$ cat src/rtl/pipe_stall_ctrl_pkg.sv
// Shared pipeline constants for the stall controller: multiply/divide latencies,
// Tuse/Tnew encodings and the per-source hazard comparison.
package pipe_stall_ctrl_pkg;

    localparam int unsigned MULT_CYC_DEF = 5;
    localparam int unsigned DIV_CYC_DEF  = 10;

    typedef logic [4:0] reg_idx_t;
    typedef logic [1:0] stage_time_t;

    localparam reg_idx_t    REG_ZERO  = 5'd0;
    // A Tuse of 3 marks an operand the D-stage instruction never reads.
    localparam stage_time_t TUSE_NONE = 2'd3;

    typedef enum logic {
        MD_MULT = 1'b0,
        MD_DIV  = 1'b1
    } md_op_e;

    function automatic int unsigned cnt_width(int unsigned mult_cyc, int unsigned div_cyc);
        int unsigned longest;
        longest = (mult_cyc > div_cyc) ? mult_cyc : div_cyc;
        return $clog2(longest + 1);
    endfunction

    // The producer's value is not ready in time when it arrives later than the consumer needs it.
    function automatic logic src_hazard(reg_idx_t src, stage_time_t tuse,
                                        reg_idx_t dst, stage_time_t tnew);
        return (src != REG_ZERO) && (tuse != TUSE_NONE) && (dst == src) && (tnew > tuse);
    endfunction

endpackage

$ cat src/rtl/pipe_stall_ctrl_if.sv
// Hazard-control bundle between the pipeline datapath (master) and the stall controller (slave).
interface pipe_stall_ctrl_if;
    import pipe_stall_ctrl_pkg::*;

    reg_idx_t    D_rs;
    reg_idx_t    D_rt;
    stage_time_t D_Tuse_rs;
    stage_time_t D_Tuse_rt;
    reg_idx_t    E_A3;
    reg_idx_t    M_A3;
    stage_time_t E_Tnew;
    stage_time_t M_Tnew;
    logic        D_is_md;
    logic        E_md_start;
    logic        E_md_div;
    logic        F_WE;
    logic        D_WE;
    logic        E_Flush;
    logic        md_busy;
    logic [31:0] stall_cnt;
    logic        md_err;

    modport master (
        output D_rs, D_rt, D_Tuse_rs, D_Tuse_rt, E_A3, M_A3, E_Tnew, M_Tnew,
               D_is_md, E_md_start, E_md_div,
        input  F_WE, D_WE, E_Flush, md_busy, stall_cnt, md_err
    );

    modport slave (
        input  D_rs, D_rt, D_Tuse_rs, D_Tuse_rt, E_A3, M_A3, E_Tnew, M_Tnew,
               D_is_md, E_md_start, E_md_div,
        output F_WE, D_WE, E_Flush, md_busy, stall_cnt, md_err
    );

endinterface

$ cat src/rtl/pipe_stall_ctrl_md_busy_timer.sv
// HI/LO unit occupancy timer: counts down the multiply/divide latency and flags
// a start that arrives while the unit is still occupied.
module md_busy_timer
    import pipe_stall_ctrl_pkg::*;
#(
    parameter int unsigned MULT_CYC = MULT_CYC_DEF,
    parameter int unsigned DIV_CYC  = DIV_CYC_DEF
) (
    input  logic   clk,
    input  logic   reset,
    input  logic   start,
    input  md_op_e op,
    output logic   busy,
    output logic   err
);

    localparam int unsigned CNT_W = cnt_width(MULT_CYC, DIV_CYC);

    logic [CNT_W-1:0] cnt;

    // NOTE: state registers use non-blocking assignments so every flop samples
    // pre-edge values; a blocking write here would leak into same-edge readers.
    always_ff @(posedge clk or posedge reset) begin
        if (reset) begin
            cnt <= '0;
            err <= 1'b0;
        end else if (cnt != '0) begin
            cnt <= cnt - CNT_W'(1);
            if (start) begin
                err <= 1'b1;
            end
        end else if (start) begin
            cnt <= (op == MD_DIV) ? CNT_W'(DIV_CYC) : CNT_W'(MULT_CYC);
        end
    end

    assign busy = (cnt != '0);

endmodule

$ cat src/rtl/pipe_stall_ctrl.sv
// Decode-stage stall controller: register hazards against E/M producers plus
// HI/LO unit occupancy, with a free-running stall-cycle counter.
module pipe_stall_ctrl
    import pipe_stall_ctrl_pkg::*;
#(
    parameter int unsigned MULT_CYC = MULT_CYC_DEF,
    parameter int unsigned DIV_CYC  = DIV_CYC_DEF
) (
    input  logic               clk,
    input  logic               reset,
    pipe_stall_ctrl_if.slave   bus
);

    logic        stall_rs;
    logic        stall_rt;
    logic        stall_md;
    logic        stall;
    logic        md_busy;
    logic [31:0] stall_cnt;

    // NOTE: every output of this block is assigned on every path, so no latch is inferred.
    always_comb begin
        stall_rs = src_hazard(bus.D_rs, bus.D_Tuse_rs, bus.E_A3, bus.E_Tnew) ||
                   src_hazard(bus.D_rs, bus.D_Tuse_rs, bus.M_A3, bus.M_Tnew);
        stall_rt = src_hazard(bus.D_rt, bus.D_Tuse_rt, bus.E_A3, bus.E_Tnew) ||
                   src_hazard(bus.D_rt, bus.D_Tuse_rt, bus.M_A3, bus.M_Tnew);
        // A start in E occupies the unit from the next edge, so D must already wait.
        stall_md = bus.D_is_md && (md_busy || bus.E_md_start);
        stall    = stall_rs || stall_rt || stall_md;
    end

    md_busy_timer #(
        .MULT_CYC (MULT_CYC),
        .DIV_CYC  (DIV_CYC)
    ) u_md_busy_timer (
        .clk   (clk),
        .reset (reset),
        .start (bus.E_md_start),
        .op    (md_op_e'(bus.E_md_div)),
        .busy  (md_busy),
        .err   (bus.md_err)
    );

    always_ff @(posedge clk or posedge reset) begin
        if (reset) begin
            stall_cnt <= '0;
        end else if (stall) begin
            stall_cnt <= stall_cnt + 32'd1;
        end
    end

    assign bus.F_WE      = ~stall;
    assign bus.D_WE      = ~stall;
    assign bus.E_Flush   = stall;
    assign bus.md_busy   = md_busy;
    assign bus.stall_cnt = stall_cnt;

endmodule

$ cat src/flat_wrapper.sv
// flat-port wrapper written by rule: the top's interface ports become plain ports
module pipe_stall_ctrl_flat import pipe_stall_ctrl_pkg::*;
#(
    parameter int unsigned MULT_CYC = MULT_CYC_DEF,
    parameter int unsigned DIV_CYC  = DIV_CYC_DEF
)
  (clk, reset, bus_D_rs, bus_D_rt, bus_D_Tuse_rs, bus_D_Tuse_rt, bus_E_A3, bus_M_A3, bus_E_Tnew, bus_M_Tnew, bus_D_is_md, bus_E_md_start, bus_E_md_div, bus_F_WE, bus_D_WE, bus_E_Flush, bus_md_busy, bus_stall_cnt, bus_md_err);
  pipe_stall_ctrl_if bus_i ();
  input  logic clk;
  input  logic reset;
  input wire logic [$bits(bus_i.D_rs)-1:0] bus_D_rs;
  input wire logic [$bits(bus_i.D_rt)-1:0] bus_D_rt;
  input wire logic [$bits(bus_i.D_Tuse_rs)-1:0] bus_D_Tuse_rs;
  input wire logic [$bits(bus_i.D_Tuse_rt)-1:0] bus_D_Tuse_rt;
  input wire logic [$bits(bus_i.E_A3)-1:0] bus_E_A3;
  input wire logic [$bits(bus_i.M_A3)-1:0] bus_M_A3;
  input wire logic [$bits(bus_i.E_Tnew)-1:0] bus_E_Tnew;
  input wire logic [$bits(bus_i.M_Tnew)-1:0] bus_M_Tnew;
  input wire logic [$bits(bus_i.D_is_md)-1:0] bus_D_is_md;
  input wire logic [$bits(bus_i.E_md_start)-1:0] bus_E_md_start;
  input wire logic [$bits(bus_i.E_md_div)-1:0] bus_E_md_div;
  output wire logic [$bits(bus_i.F_WE)-1:0] bus_F_WE;
  output wire logic [$bits(bus_i.D_WE)-1:0] bus_D_WE;
  output wire logic [$bits(bus_i.E_Flush)-1:0] bus_E_Flush;
  output wire logic [$bits(bus_i.md_busy)-1:0] bus_md_busy;
  output wire logic [$bits(bus_i.stall_cnt)-1:0] bus_stall_cnt;
  output wire logic [$bits(bus_i.md_err)-1:0] bus_md_err;
  assign bus_i.D_rs = bus_D_rs;
  assign bus_i.D_rt = bus_D_rt;
  assign bus_i.D_Tuse_rs = bus_D_Tuse_rs;
  assign bus_i.D_Tuse_rt = bus_D_Tuse_rt;
  assign bus_i.E_A3 = bus_E_A3;
  assign bus_i.M_A3 = bus_M_A3;
  assign bus_i.E_Tnew = bus_E_Tnew;
  assign bus_i.M_Tnew = bus_M_Tnew;
  assign bus_i.D_is_md = bus_D_is_md;
  assign bus_i.E_md_start = bus_E_md_start;
  assign bus_i.E_md_div = bus_E_md_div;
  assign bus_F_WE = bus_i.F_WE;
  assign bus_D_WE = bus_i.D_WE;
  assign bus_E_Flush = bus_i.E_Flush;
  assign bus_md_busy = bus_i.md_busy;
  assign bus_stall_cnt = bus_i.stall_cnt;
  assign bus_md_err = bus_i.md_err;
  pipe_stall_ctrl #(.MULT_CYC(MULT_CYC), .DIV_CYC(DIV_CYC)) u_core (.clk(clk), .reset(reset), .bus(bus_i));
endmodule
$ cat config.mk
export PLATFORM = sky130hd
export DESIGN_NAME = pipe_stall_ctrl_flat
export DESIGN_NICKNAME = d
export VERILOG_FILES = /design/src/rtl/pipe_stall_ctrl_pkg.sv /design/src/rtl/pipe_stall_ctrl_if.sv /design/src/rtl/pipe_stall_ctrl_md_busy_timer.sv /design/src/rtl/pipe_stall_ctrl.sv /design/src/flat_wrapper.sv
export SDC_FILE = /design/constraint.sdc
export NUM_CORES = 1
export LEC_CHECK = 0
export CORE_ASPECT_RATIO = 0.9
export CORE_UTILIZATION = 50
export CTS_BUF_LIST = sky130_fd_sc_hd__clkbuf_16
export CTS_CLUSTER_DIAMETER = 50
export DETAILED_ROUTE_END_ITERATION = 6
export PLACE_DENSITY = 0.94
export SLEW_MARGIN = 20
export SYNTH_ARGS = -nofsm -noshare
export SYNTH_HDL_FRONTEND = slang
export SYNTH_HIERARCHICAL = 1
export SYNTH_SLANG_ARGS = --single-unit
$ cat constraint.sdc
create_clock -name clk -period 7.1 [get_ports clk]
set_input_delay 1.42 -clock clk [delete_from_list [all_inputs] [get_ports clk]]
set_output_delay 1.42 -clock clk [all_outputs]
set_load 0.02 [all_outputs]
# Word level (Yosys, flattened, before mapping)
# Cells that the tools add are included.
[totals] reg_bits=37 inputBits=33 output_inout_bits=37 word_cells=40
[op_classes] addsub=2 order_cmp=4 eq_ne=6 muxes=3 n_bitwise=1 n_reduce_logical=21
[ops] operator="32-bit by 1-bit adder with 32-bit output, second input constant" n=1
[ops] operator="5-bit equality test" n=4
[ops] operator="4-bit two-way mux" n=3
[ops] operator="1-bit logical AND" n=11
[ops] operator="5-bit nonzero test" n=2
[ops] operator="2-bit greater-than comparator" n=4
[ops] operator="1-bit logical OR" n=5
[ops] operator="2-bit inequality test, second input constant" n=2
[ops] operator="4-bit nonzero test" n=1
[ops] operator="4-bit by 1-bit subtractor with 4-bit output, second input constant" n=1
[ops] operator="2-bit AND reduction" n=1
[ops] operator="2-bit nonzero test" n=1
[ops] operator="1-bit inverter" n=1

# Depth between registers and ports, before layout
# Gate-level depths: netlist (run 1).
[depth] depth_word=8 depth_mapped=12 ltp_nobuf=10

# By module
# Netlist (run 1), hierarchy kept.
[modules_own_cells] module="pipe_stall_ctrl" n_inst=1 cells_per_inst=191 area_each_um2=1949.4 seq_area_each_um2=800.8
[modules_own_cells] module="md_busy_timer" n_inst=1 cells_per_inst=29 area_each_um2=276.5 seq_area_each_um2=125.1

# Worst setup path before layout (run 1)
# No wires, ideal clock.
[synth_timing] path_type="input to output" start="input port bus_D_Tuse_rt[1]" end="output port bus_E_Flush" arrival_time_ns=2.871 t_required_ns=5.680 path_slack_ns=2.809 path_stages=10 n_path_buf=2 path_cell_list="inv_1 -> ha_1 -> nor2b_1 -> o2111ai_1 -> nor4_1 -> o221ai_1 -> and3_1 -> buf_6 -> inv_2 -> buf_6"
[synth_via] elab_chain_cells=7 word_cells_on_any_way=11 classes_between="2 x order compare; 1 x eq/ne; 8 x reduce/logical"
[synth_rtl] element="from (decl)" line="flat_wrapper.sv:14" rtl="input wire logic [$bits(bus_i.D_Tuse_rt)-1:0] bus_D_Tuse_rt;"
[synth_rtl] element="2-bit inequality test" line="pipe_stall_ctrl_pkg.sv:29" rtl="return (src != REG_ZERO) && (tuse != TUSE_NONE) && (dst == src) && (tnew > tuse);"
[synth_rtl] element="1-bit logical AND (3 in a row)" line="pipe_stall_ctrl_pkg.sv:29"
[synth_rtl] element="1-bit logical OR *" line="pipe_stall_ctrl.sv:25" rtl="stall_rt = src_hazard(bus.D_rt, bus.D_Tuse_rt, bus.E_A3, bus.E_Tnew) ||"
[synth_rtl] element="1-bit logical OR * (2 in a row)" line="pipe_stall_ctrl.sv:29" rtl="stall = stall_rs || stall_rt || stall_md;"
[synth_rtl] element="to (decl)" line="flat_wrapper.sv:24" rtl="output wire logic [$bits(bus_i.E_Flush)-1:0] bus_E_Flush;"
# Every way passes the cells marked *; elsewhere a longest branch is shown, timed or not.

# Worst setup path after layout (run 1)
[layout_timing] start="input port bus_D_Tuse_rs[1]" end="output port bus_E_Flush"
[layout_via] elab_chain_cells=7 word_cells_on_any_way=11 classes_between="2 x order compare; 1 x eq/ne; 8 x reduce/logical"
[layout_rtl] element="from (decl)" line="flat_wrapper.sv:13" rtl="input wire logic [$bits(bus_i.D_Tuse_rs)-1:0] bus_D_Tuse_rs;"
[layout_rtl] element="2-bit inequality test" line="pipe_stall_ctrl_pkg.sv:29"
[layout_rtl] element="1-bit logical AND (3 in a row)" line="pipe_stall_ctrl_pkg.sv:29"
[layout_rtl] element="1-bit logical OR *" line="pipe_stall_ctrl.sv:23" rtl="stall_rs = src_hazard(bus.D_rs, bus.D_Tuse_rs, bus.E_A3, bus.E_Tnew) ||"
[layout_rtl] element="1-bit logical OR * (2 in a row)" line="pipe_stall_ctrl.sv:29"
# Marked as above.

==> run summary, run 1 <==
Placed design
* number of buffer cells added on primary ports: 69
* Detail Placement HPWL: 4.213 mm
* gpl congestion: 0.9572
* Post-Place Setup Slack: 1.426 ns

Finish
* final antenna diode count: 0
* area delta synth->final: 38.39%
* post-layout util: 73.62%
* most frequent cells in the layout: sky130_fd_sc_hd__clkdlybuf4s50_1, sky130_fd_sc_hd__dfrtp_1, sky130_fd_sc_hd__xnor2_1
* most common cell after layout, fill and taps aside: sky130_fd_sc_hd__clkdlybuf4s50_1
* post-layout net count: 334
* fraction of layout instances using a drive strength above 1: 4.795%

Yosys
* register area share after synthesis: 41.60%
* area share of the largest cell type after synthesis: 41.60%
* count of yosys warnings during synthesis: 6
* Post-Syn Nets: 263
* register bit total from synthesis: 37
* count of unique library cells instantiated by Yosys: 34
* post-synthesis average cell area: 10.12 um2
* cell type with the largest total area after synthesis: sky130_fd_sc_hd__dfrtp_1
* Gate Count Post-Synth: 220
* synthesized cell area: 2226 um2
* biggest area contributors in the synthesized netlist: sky130_fd_sc_hd__dfrtp_1, sky130_fd_sc_hd__xnor2_1, sky130_fd_sc_hd__xor2_1

Die
* horizontal die dimension: 72.33 um
* die area: 4723 um2
* number of placement rows: 22
* Die Y-Extent: 65.30 um
* area inside the core boundary: 4184 um2
* Initial Util: 53.20%
* ports placed on the boundary: 70

STA
* Achievable Freq: 173.2 MHz
* setup repair after global routing missed its margin: no
* worst setup slack after layout: 1.327 ns
* Finish-stage setup viols: 0
* total negative slack for setup checks: 0 ns
* share of the clock period used by the worst path: 81.32%
* final hold vios: 0
* fin. max-slew vios: 0
* minimum period implied by the final worst setup slack: 5.773 ns
* Worst Skew: 0.003839 ns
* Worst Tran Pin Value: 0.9830 ns
* relative slew slack: 34.46%

Critical path
* Crit path max-delay family: buffers and inverters
* worst stage delay on the critical path: 0.65 ns
* critical-path cell list: clkdlybuf4s50_1, inv_1, ha_1, nand2_1, nand4_1, nor4_1, o21ai_1, and3_1, inv_2, clkdlybuf4s50_1
* critical path required time: 5.68 ns
* crit path max fanout: 13
* buffering stage count on the worst path with inverters included: 4
* number of cells on the critical path: 10
* R2R cell count: 8
* cell with the largest stage delay on the worst path: sky130_fd_sc_hd__clkdlybuf4s50_1
* endpoint kind of the worst setup timing path: output port
* crit start category: input port
* signal arrival time at the worst endpoint: 4.35 ns
* type of the setup path with the least slack: input port to output port
* most numerous cell on the critical path: sky130_fd_sc_hd__clkdlybuf4s50_1

Pwr
* Static Leakage: 1.290 nW
* Logic pwr share: 31.3%
* PD cells: 234.0 nW/um2
* switching share of power: 33.12%
* relative contribution of the clock network to total power: 28.4%
* net switching component of the power: 0.2388 mW
* portion of total power attributed to sequential cells: 40.3%
* P_int: 0.4822 mW
* Worst VDD drop: 189.6 uV

Global route
* pin count of the biggest net entering global routing: 33
* via count of the first global-routing pass: 1,908
* total congestion overflow after global routing: 0
* number of antenna violations at the first check in global routing: 0
* global-route wire length before repair: 9.273 mm
* overall routing resource usage: 25.80%

Route
* drt first-iter violations: 68
* routed via count: 1,935
* via count normalized by instance count: 5.497
* antenna violation net count after detailed routing: 0
* Routed WL: 5.418 mm
* routed length per instance: 15.39 um
* first-pass iteration count of the detailed router: 4
* number of design rule violations left after detail routing: 0

CTS
* # resized after CTS: 0
* root buffer cell: sky130_fd_sc_hd__clkbuf_16
* CTS Buffer Depth: 2
* post-CTS setup buffer count: 0
* clock latency on the worst-skew pair: 0.27 ns
* CTS Hold Buffers Added: 0
* CTS Buf Count: 5
* total number of H-tree levels: 2
* sinks on the clock net: 37
* TritonCTS clock tree: built
* CTS clk-pin slew, worst paths: 0.05 ns

Worst hold path
* hold crit path type: register to register
* Hold Crit Depth: 1

Run
* number of max-capacitance violations reported: 0

Outcome
* run status: finished, final reports clean

==> cell type report <==
type | count | area (um2)
Clock buffer | 5 | 125.1
Timing Repair Buffer | 70 | 698.2
Multi-Input combinational cell | 163 | 1191
Tap cell | 60 | 75.07
Fill cell | 307 | 1104
Inverter | 14 | 52.55
Sequential cell | 37 | 925.9
Clock inverter | 3 | 12.51
==> metrics by stage <==
stage / power (mW) / std cells / instance area (um2) / hold WS [ns]
after CTS: 0.7229 / 352 / 3080 / 0.4811
after floorplan: 0.4205 / 220 / 2226 / 0.4871
final: 0.7210 / 352 / 3080 / 0.4690
after global routing: 0.7590 / 352 / 3080 / 0.4933
after global placement: 0.5051 / 344 / 2943 / 0.4481
after detailed placement: 0.5171 / 344 / 2943 / 0.4660
==> state kept, by name, summed over array words and instances (netlist names) <==
register                    flops
u_core/u_md_busy_timer/cnt      4
u_core/u_md_busy_timer/err      1
u_core/bus.stall_cnt           32
==> routing by layer <==
metal / routed length [um] / GRT usage, % / share of wire [%] / vias up
met4: 79 / 7.843 / 1.5 / 0
met1: 2414 / 33.40 / 45 / 943
met2: 2610 / 42.06 / 48 / 66
met3: 314 / 7.055 / 5.8 / 11
li1: - / - / - / 915
met5: 0 / 0 / 0 / -
==> cell usage after synthesis <==
cell type and number:
sky130_fd_sc_hd__a21o_1 1, sky130_fd_sc_hd__a21oi_1 4, sky130_fd_sc_hd__a22oi_1 1, sky130_fd_sc_hd__a311oi_2 1
sky130_fd_sc_hd__and3_1 10, sky130_fd_sc_hd__and4_1 5, sky130_fd_sc_hd__buf_4 1, sky130_fd_sc_hd__buf_6 4
sky130_fd_sc_hd__clkbuf_1 1, sky130_fd_sc_hd__dfrtp_1 37, sky130_fd_sc_hd__ha_1 10, sky130_fd_sc_hd__inv_1 13
sky130_fd_sc_hd__inv_2 1, sky130_fd_sc_hd__mux2i_1 1, sky130_fd_sc_hd__nand2_1 20, sky130_fd_sc_hd__nand3_1 11
sky130_fd_sc_hd__nand4_1 15, sky130_fd_sc_hd__nand4_2 1, sky130_fd_sc_hd__nor2_1 3, sky130_fd_sc_hd__nor2_4 1
sky130_fd_sc_hd__nor2b_1 4, sky130_fd_sc_hd__nor3_1 5, sky130_fd_sc_hd__nor3b_2 1, sky130_fd_sc_hd__nor4_1 4
sky130_fd_sc_hd__nor4_2 2, sky130_fd_sc_hd__nor4b_1 1, sky130_fd_sc_hd__o2111ai_1 2, sky130_fd_sc_hd__o21ai_0 3
sky130_fd_sc_hd__o21ai_1 3, sky130_fd_sc_hd__o221ai_1 1, sky130_fd_sc_hd__or3b_1 1, sky130_fd_sc_hd__or4_1 1
sky130_fd_sc_hd__xnor2_1 36, sky130_fd_sc_hd__xor2_1 15
==> worst register-to-register path: cells and delay by family (launching register included) <==
| family | cells | cell delay, ns |
|---|---|---|
| AND/OR/NAND/NOR | 3 | 1.17 |
| flip-flops | 1 | 0.40 |
| AO/OA/AOI/OAI | 1 | 0.38 |
| buffers and inverters | 2 | 0.31 |
| adder cells (fa/ha/maj) | 1 | 0.22 |
| XOR/XNOR | 1 | 0.14 |
==> power by group through the flow <==
stage / logic, mW / clock network [mW] / registers [mW]
floorplan: 0.114 / 0 / 0.306
global placement: 0.215 / 0 / 0.290
detailed placement: 0.225 / 0 / 0.292
CTS: 0.227 / 0.207 / 0.289
global route: 0.245 / 0.218 / 0.296
finish: 0.226 / 0.205 / 0.290
==> worst paths after layout <==
check	slack (ns)	from	endpoint
worst min-delay path	0.47	u_core/u_md_busy_timer/err	u_core/u_md_busy_timer/err
max in group asynchronous	5.24	reset	u_core/bus.stall_cnt[21]
worst max-delay path	1.33	bus_D_Tuse_rs[1]	bus_E_Flush
worst max register to register	4.40	u_core/u_md_busy_timer/cnt[0]	u_core/bus.stall_cnt[3]
min in group asynchronous	1.38	reset	u_core/u_md_busy_timer/err
worst min register to register	0.47	u_core/u_md_busy_timer/err	u_core/u_md_busy_timer/err
==> cell families after synthesis <==
group           count (synthesis)  share of synthesized area, %
flops                          37                         41.60
mux                             1                        0.4497
fa+ha+maj                      10                         5.621
buf+inv                        20                         4.890
xor+xnor                       51                         20.07
simple gates                   85                         22.60
compound gates                 16                         4.778
No activity file was read; power rests on OpenSTA's default activity.
==> run 2, diff against run 1 <==
CORE_UTILIZATION = 42   (was 50)
PLACE_DENSITY = 0.85   (was 0.94)
clock period = 4.95 ns   (was 7.1 ns; I/O delays follow)
==> run 2 against run 1 <==
Effect of this change:
- core utilization decreased by 11 points
- via count decreased by 0.78%
- hold slack got worse by 0.014 ns
- final area increased by 0.77%
- highest routed layer unchanged
- clock skew increased by 0.0019 ns
- die area increased by 18%
- register-to-register slack got worse by 2.1 ns
==> run summary, run 2 (synthesis gave the netlist of run 1 again) <==
Die
* area inside the core boundary: 4955 um2, +18%
* horizontal die dimension: 78.74 um, +8.9%
* Die Y-Extent: 71.07 um, +8.8%
* Initial Util: 44.92%, -8.3 points
* number of placement rows: 24, +9.1%
* die area: 5595 um2, +18%
* ports placed on the boundary: 70, unchanged

STA
* Achievable Freq: 214.1 MHz
* minimum period implied by the final worst setup slack: 4.671 ns
* Finish-stage setup viols: 0, unchanged
* Worst Tran Pin Value: 0.4255 ns, -0.5575 ns
* Worst Skew: 0.005714 ns, +0.001875 ns
* setup repair after global routing missed its margin: no
* Fin Hold WS: 0.4554 ns, -0.01362 ns
* total negative slack for setup checks: 0 ns, unchanged
* share of the clock period used by the worst path: 94.37%
* relative slew slack: 71.33%, +37 points
* final hold vios: 0, unchanged
* fin. max-slew vios: 0, unchanged

Critical path
* critical path required time: 3.96 ns, -1.72 ns
* crit path max fanout: 8, -5
* type of the setup path with the least slack: input port to output port
* endpoint kind of the worst setup timing path: output port
* signal arrival time at the worst endpoint: 3.68 ns, -0.67 ns
* cell with the largest stage delay on the worst path: sky130_fd_sc_hd__clkdlybuf4s50_1
* critical-path cell list: clkdlybuf4s50_1, inv_1, ha_1, nor2b_1, o2111ai_1, nor4_1, o221ai_1, and3_1, clkdlybuf4s50_1
* Crit path max-delay family: buffers and inverters
* worst stage delay on the critical path: 0.69 ns, +0.04 ns
* crit start category: input port
* buffering stage count on the worst path with inverters included: 3, -1
* most numerous cell on the critical path: sky130_fd_sc_hd__clkdlybuf4s50_1

Placed design
* number of buffer cells added on primary ports: 69, unchanged
* gpl congestion: 0.8352, -13%
* Detail Placement HPWL: 4.176 mm, -0.87%

Worst hold path
* hold crit path type: register to register

Route
* routed via count: 1,920, -0.78%
* number of design rule violations left after detail routing: 0, unchanged
* via count normalized by instance count: 5.348, -2.7%
* routed length per instance: 14.76 um, -4.1%
* first-pass iteration count of the detailed router: 4, unchanged
* Routed WL: 5.298 mm, -2.2%
* antenna violation net count after detailed routing: 0, unchanged
* drt first-iter violations: 109, +60%

CTS
* # resized after CTS: 0, unchanged
* CTS Buffer Depth: 2, unchanged
* post-CTS setup buffer count: 0, unchanged
* CTS Hold Buffers Added: 0, unchanged
* total number of H-tree levels: 2, unchanged
* clock latency on the worst-skew pair: 0.28 ns, about the same
* CTS clk-pin slew, worst paths: 0.05 ns, about the same
* TritonCTS clock tree: built
* sinks on the clock net: 37, unchanged
* root buffer cell: sky130_fd_sc_hd__clkbuf_16
* CTS Buf Count: 5, unchanged

Finish
* Regs by FF count: u_core/bus.stall_cnt: 32 flops, u_core/u_md_busy_timer/cnt: 4 flops, u_core/u_md_busy_timer/err: 1 flops
* Reg with most FFs: u_core/bus.stall_cnt
* fraction of layout instances using a drive strength above 1: 5.442%, +0.65 points
* Largest register FFs: 32, unchanged
* final antenna diode count: 0, unchanged
* most frequent cells in the layout: sky130_fd_sc_hd__clkdlybuf4s50_1, sky130_fd_sc_hd__dfrtp_1, sky130_fd_sc_hd__xnor2_1
* post-layout net count: 337, +0.90%
* most common cell after layout, fill and taps aside: sky130_fd_sc_hd__clkdlybuf4s50_1
* area delta synth->final: 39.46%

Run
* number of max-capacitance violations reported: 0, unchanged

Pwr
* PD cells: 332.3 nW/um2, +42%
* Worst VDD drop: 250.9 uV, +32%
* Static Leakage: 1.304 nW, +1.2%
* overall power consumption: 1.032 mW, +43%

Global route
* overall routing resource usage: 20.95%, -4.8 points
* pin count of the biggest net entering global routing: 33, unchanged
* total congestion overflow after global routing: 0, unchanged
* number of antenna violations at the first check in global routing: 0, unchanged
* global-route wire length before repair: 9.018 mm, -2.7%
* via count of the first global-routing pass: 1,953, +2.4%

Outcome
* run status: finished, final reports clean

## run 2: final timing paths
path / start / depth (start not counted) / slack [ns] / endpoint
hold reg to reg: u_core/u_md_busy_timer/err / 1 / 0.46 / u_core/u_md_busy_timer/err
max in group asynchronous: reset / 3 / 3.53 / u_core/bus.stall_cnt[8]
min in group asynchronous: reset / 2 / 0.94 / u_core/u_md_busy_timer/cnt[2]
setup reg to reg: u_core/u_md_busy_timer/cnt[0] / 9 / 2.26 / u_core/bus.stall_cnt[29]
setup / recovery: bus_D_Tuse_rt[1] / 9 / 0.28 / bus_F_WE
hold / removal: u_core/u_md_busy_timer/err / 1 / 0.46 / u_core/u_md_busy_timer/err
## run 2: final cells by class
type                       instances  area (um2)
clock inverter                     2       7.507
sequential                        37       925.9
tap                               65       81.33
multi-input combinational        163        1191
clock buffer                       5       125.1
inverter                          14       52.55
timing repair buffer              73       720.7
fill                             419        1851
## run 2: metrics by stage
| stage | utilization, % | setup WS [ns] | std cells | area, um2 |
|---|---|---|---|---|
| floorplan | - | 1.519 | 220 | 2226 |
| finish | 62.65 | 0.2786 | 359 | 3104 |
| detailed placement | 59.97 | 0.2877 | 352 | 2972 |
| global placement | 59.97 | 0.4328 | 352 | 2972 |
| global route | 62.65 | 0.1586 | 359 | 3104 |
| CTS | 62.65 | 0.2733 | 359 | 3104 |
## run 2: report_power, final
group	total [mW]	switching [mW]	leakage [nW]	internal (mW)
Sequential	0.415	0.0639	0.483	0.351
Combinational	0.329	0.166	0.753	0.163
Clock	0.288	0.108	0.0685	0.180
## run 2: per-layer routing
layer,routed length [um],vias to the layer above,part of all wire (%),GRT usage [%]
li1,-,917,-,-
met1,2218,916,42,25.31
met2,2602,67,49,35.27
met3,292,20,5.5,3.871
met4,184,0,3.5,11.52
met5,0,-,0,0
## run 2: worst reg2reg max path, cell delays in order, from the launching register on
cell,delay (ns)
sky130_fd_sc_hd__dfrtp_1,0.40
sky130_fd_sc_hd__inv_1,0.08
sky130_fd_sc_hd__ha_1,0.22
sky130_fd_sc_hd__or3b_1,0.49
sky130_fd_sc_hd__o21ai_0,0.41
sky130_fd_sc_hd__and3_1,0.47
sky130_fd_sc_hd__inv_2,0.07
sky130_fd_sc_hd__buf_4,0.19
sky130_fd_sc_hd__nand4_1,0.12
sky130_fd_sc_hd__xnor2_1,0.14
==> run 3, diff against run 2 <==
CORE_ASPECT_RATIO = default   (was 0.9)
HOLD_SLACK_MARGIN = 0.1   (was default)
==> run 3 against run 2 <==
Effect of this change:
- clock power grew 19%
- worst setup slack got worse by 0.028 ns
- clock skew down 0.0022 ns
- sequential power down 1%
- register-to-register slack better by 0.04 ns
- sequential share of layout area is 0.18 points lower
- cell count up 0.84%
- non-clock buffer count is 2 lower
- first-iteration DRC count is 10% lower
- global-route usage fell by 1.4 points
- largest power group unchanged
==> run summary, run 3 (synthesis gave the netlist of run 1 again) <==
Route
* routed length per instance: 13.84 um, -6.2%
* number of design rule violations left after detail routing: 0, unchanged
* antenna violation net count after detailed routing: 0, unchanged
* drt first-iter violations: 98, -10%
* via count normalized by instance count: 5.204, -2.7%
* Routed WL: 5.011 mm, -5.4%
* first-pass iteration count of the detailed router: 4, unchanged
* routed via count: 1,884, -1.9%

Die
* number of placement rows: 26, +8.3%
* Initial Util: 43.58%, -1.3 points
* horizontal die dimension: 74.80 um, -5.0%
* Die Y-Extent: 74.80 um, +5.3%
* area inside the core boundary: 5107 um2, +3.1%
* die area: 5595 um2, about the same
* ports placed on the boundary: 70, unchanged

CTS
* CTS Buf Count: 5, unchanged
* # resized after CTS: 0, unchanged
* CTS Buffer Depth: 2, unchanged
* root buffer cell: sky130_fd_sc_hd__clkbuf_16
* CTS Hold Buffers Added: 0, unchanged
* total number of H-tree levels: 2, unchanged
* sinks on the clock net: 37, unchanged
* clock latency on the worst-skew pair: 0.27 ns, about the same
* post-CTS setup buffer count: 0, unchanged
* CTS clk-pin slew, worst paths: 0.05 ns, about the same
* TritonCTS clock tree: built

Global route
* number of antenna violations at the first check in global routing: 0, unchanged
* pin count of the biggest net entering global routing: 33, unchanged
* overall routing resource usage: 19.60%, -1.4 points
* total congestion overflow after global routing: 0, unchanged
* via count of the first global-routing pass: 1,859, -4.8%
* global-route wire length before repair: 8.300 mm, -8.0%

Finish
* Reg with most FFs: u_core/bus.stall_cnt
* most common cell after layout, fill and taps aside: sky130_fd_sc_hd__clkdlybuf4s50_1
* Multi-input gate area: 1191 um2, unchanged
* area delta synth->final: 40.30%
* Largest register FFs: 32, unchanged
* final antenna diode count: 0, unchanged
* post-layout net count: 335, -0.59%
* Regs by FF count: u_core/bus.stall_cnt: 32 flops, u_core/u_md_busy_timer/cnt: 4 flops, u_core/u_md_busy_timer/err: 1 flops
* post-layout util: 61.15%, -1.5 points
* most frequent cells in the layout: sky130_fd_sc_hd__clkdlybuf4s50_1, sky130_fd_sc_hd__dfrtp_1, sky130_fd_sc_hd__xnor2_1
* Filler Cell Count: 439, +4.8%
* fraction of layout instances using a drive strength above 1: 5.479%, +0.037 points
* Reg area: 925.9 um2, unchanged

Critical path
* Critical Path Start: bus_D_Tuse_rt[1]
* destination of the critical timing path: bus_E_Flush
* crit start category: input port
* type of the setup path with the least slack: input port to output port
* crit path max fanout: 13, +5
* critical path required time: 3.96 ns, about the same
* R2R cell count: 7, -2
* endpoint kind of the worst setup timing path: output port
* endpoint of the lowest-slack register-to-register path: u_core/bus.stall_cnt[30]
* signal arrival time at the worst endpoint: 3.71 ns, +0.03 ns
* Register-to-Register Setup Slack: 2.30 ns, +0.04 ns
* startpoint of the lowest-slack register-to-register path: u_core/u_md_busy_timer/cnt[0]

Placed design
* Detail Placement HPWL: 3.936 mm, -5.7%
* number of buffer cells added on primary ports: 69, unchanged
* gpl congestion: 0.9759, +17%

STA
* Achievable Freq: 212.8 MHz, -0.59%
* final hold vios: 0, unchanged
* Worst Tran Pin Value: 0.9470 ns, +0.5215 ns
* total negative slack for setup checks: 0 ns, unchanged
* Worst Skew: 0.003484 ns, -0.002230 ns
* relative slew slack: 36.87%, -34 points
* setup repair after global routing missed its margin: no
* minimum period implied by the final worst setup slack: 4.699 ns, +0.02772 ns
* share of the clock period used by the worst path: 94.93%, +0.56 points
* Finish-stage setup viols: 0, unchanged
* fin. max-slew vios: 0, unchanged

Pwr
* Worst VDD drop: 210.8 uV, -16%
* PD cells: 344.9 nW/um2, +3.8%
* overall power consumption: 1.077 mW, +4.4%
* Static Leakage: 1.305 nW, about the same

Run
* number of max-capacitance violations reported: 0, unchanged

Worst hold path
* hold crit path type: register to register

Outcome
* run status: finished, final reports clean

## run 3: where the power goes
group	switching, mW	internal, mW
logic	0.162	0.161
registers	0.0605	0.350
clock network	0.110	0.233
## run 3: critical path, stage by stage
cell and delay [ns]:
sky130_fd_sc_hd__clkdlybuf4s50_1 0.48, sky130_fd_sc_hd__inv_1 0.07, sky130_fd_sc_hd__ha_1 0.31, sky130_fd_sc_hd__nor2b_1 0.16, sky130_fd_sc_hd__o2111ai_1 0.12, sky130_fd_sc_hd__nor4_1 0.20
sky130_fd_sc_hd__o221ai_1 0.19, sky130_fd_sc_hd__and3_1 0.29, sky130_fd_sc_hd__inv_2 0.23, sky130_fd_sc_hd__clkdlybuf4s50_1 0.66
## run 3: worst min-delay path by stage
stage | start | end | slack (ns) | cells after the start
after floorplan | u_core/u_md_busy_timer/cnt[2] | u_core/u_md_busy_timer/cnt[2] | 0.49 | 1
after global placement | u_core/u_md_busy_timer/err | u_core/u_md_busy_timer/err | 0.44 | 1
after detailed placement | u_core/u_md_busy_timer/err | u_core/u_md_busy_timer/err | 0.45 | 1
after CTS | u_core/u_md_busy_timer/err | u_core/u_md_busy_timer/err | 0.46 | 1
after global routing | u_core/u_md_busy_timer/err | u_core/u_md_busy_timer/err | 0.47 | 1
final | u_core/u_md_busy_timer/err | u_core/u_md_busy_timer/err | 0.46 | 1
## run 3: cell type report
type / instances / share of cell area [%]
clock buffer: 5 / 4.006
sequential: 37 / 29.65
timing repair buffer: 71 / 22.60
multi-input combinational: 163 / 38.14
tap: 70 / 2.804
inverter: 14 / 1.683
clock inverter: 2 / 1.122
## run 3: metal layers
| metal | vias up | wire length, um | global-route usage, % |
|---|---|---|---|
| li1 | 917 | - | - |
| met1 | 894 | 2192 | 23.71 |
| met2 | 69 | 2538 | 34.83 |
| met3 | 4 | 245 | 4.418 |
| met4 | 0 | 34 | 5.660 |
| met5 | - | 0 | 0 |
## run 3: stage by stage
step / instances / cell area, um2 / worst slack, ns / hold slack (ns)
after floorplan: 220 / 2226 / 1.519 / 0.4871
after global placement: 355 / 2963 / 0.3950 / 0.4447
after detailed placement: 355 / 2963 / 0.2673 / 0.4483
after CTS: 362 / 3123 / 0.2512 / 0.4627
after global routing: 362 / 3123 / 0.1055 / 0.4732
final: 362 / 3123 / 0.2509 / 0.4609
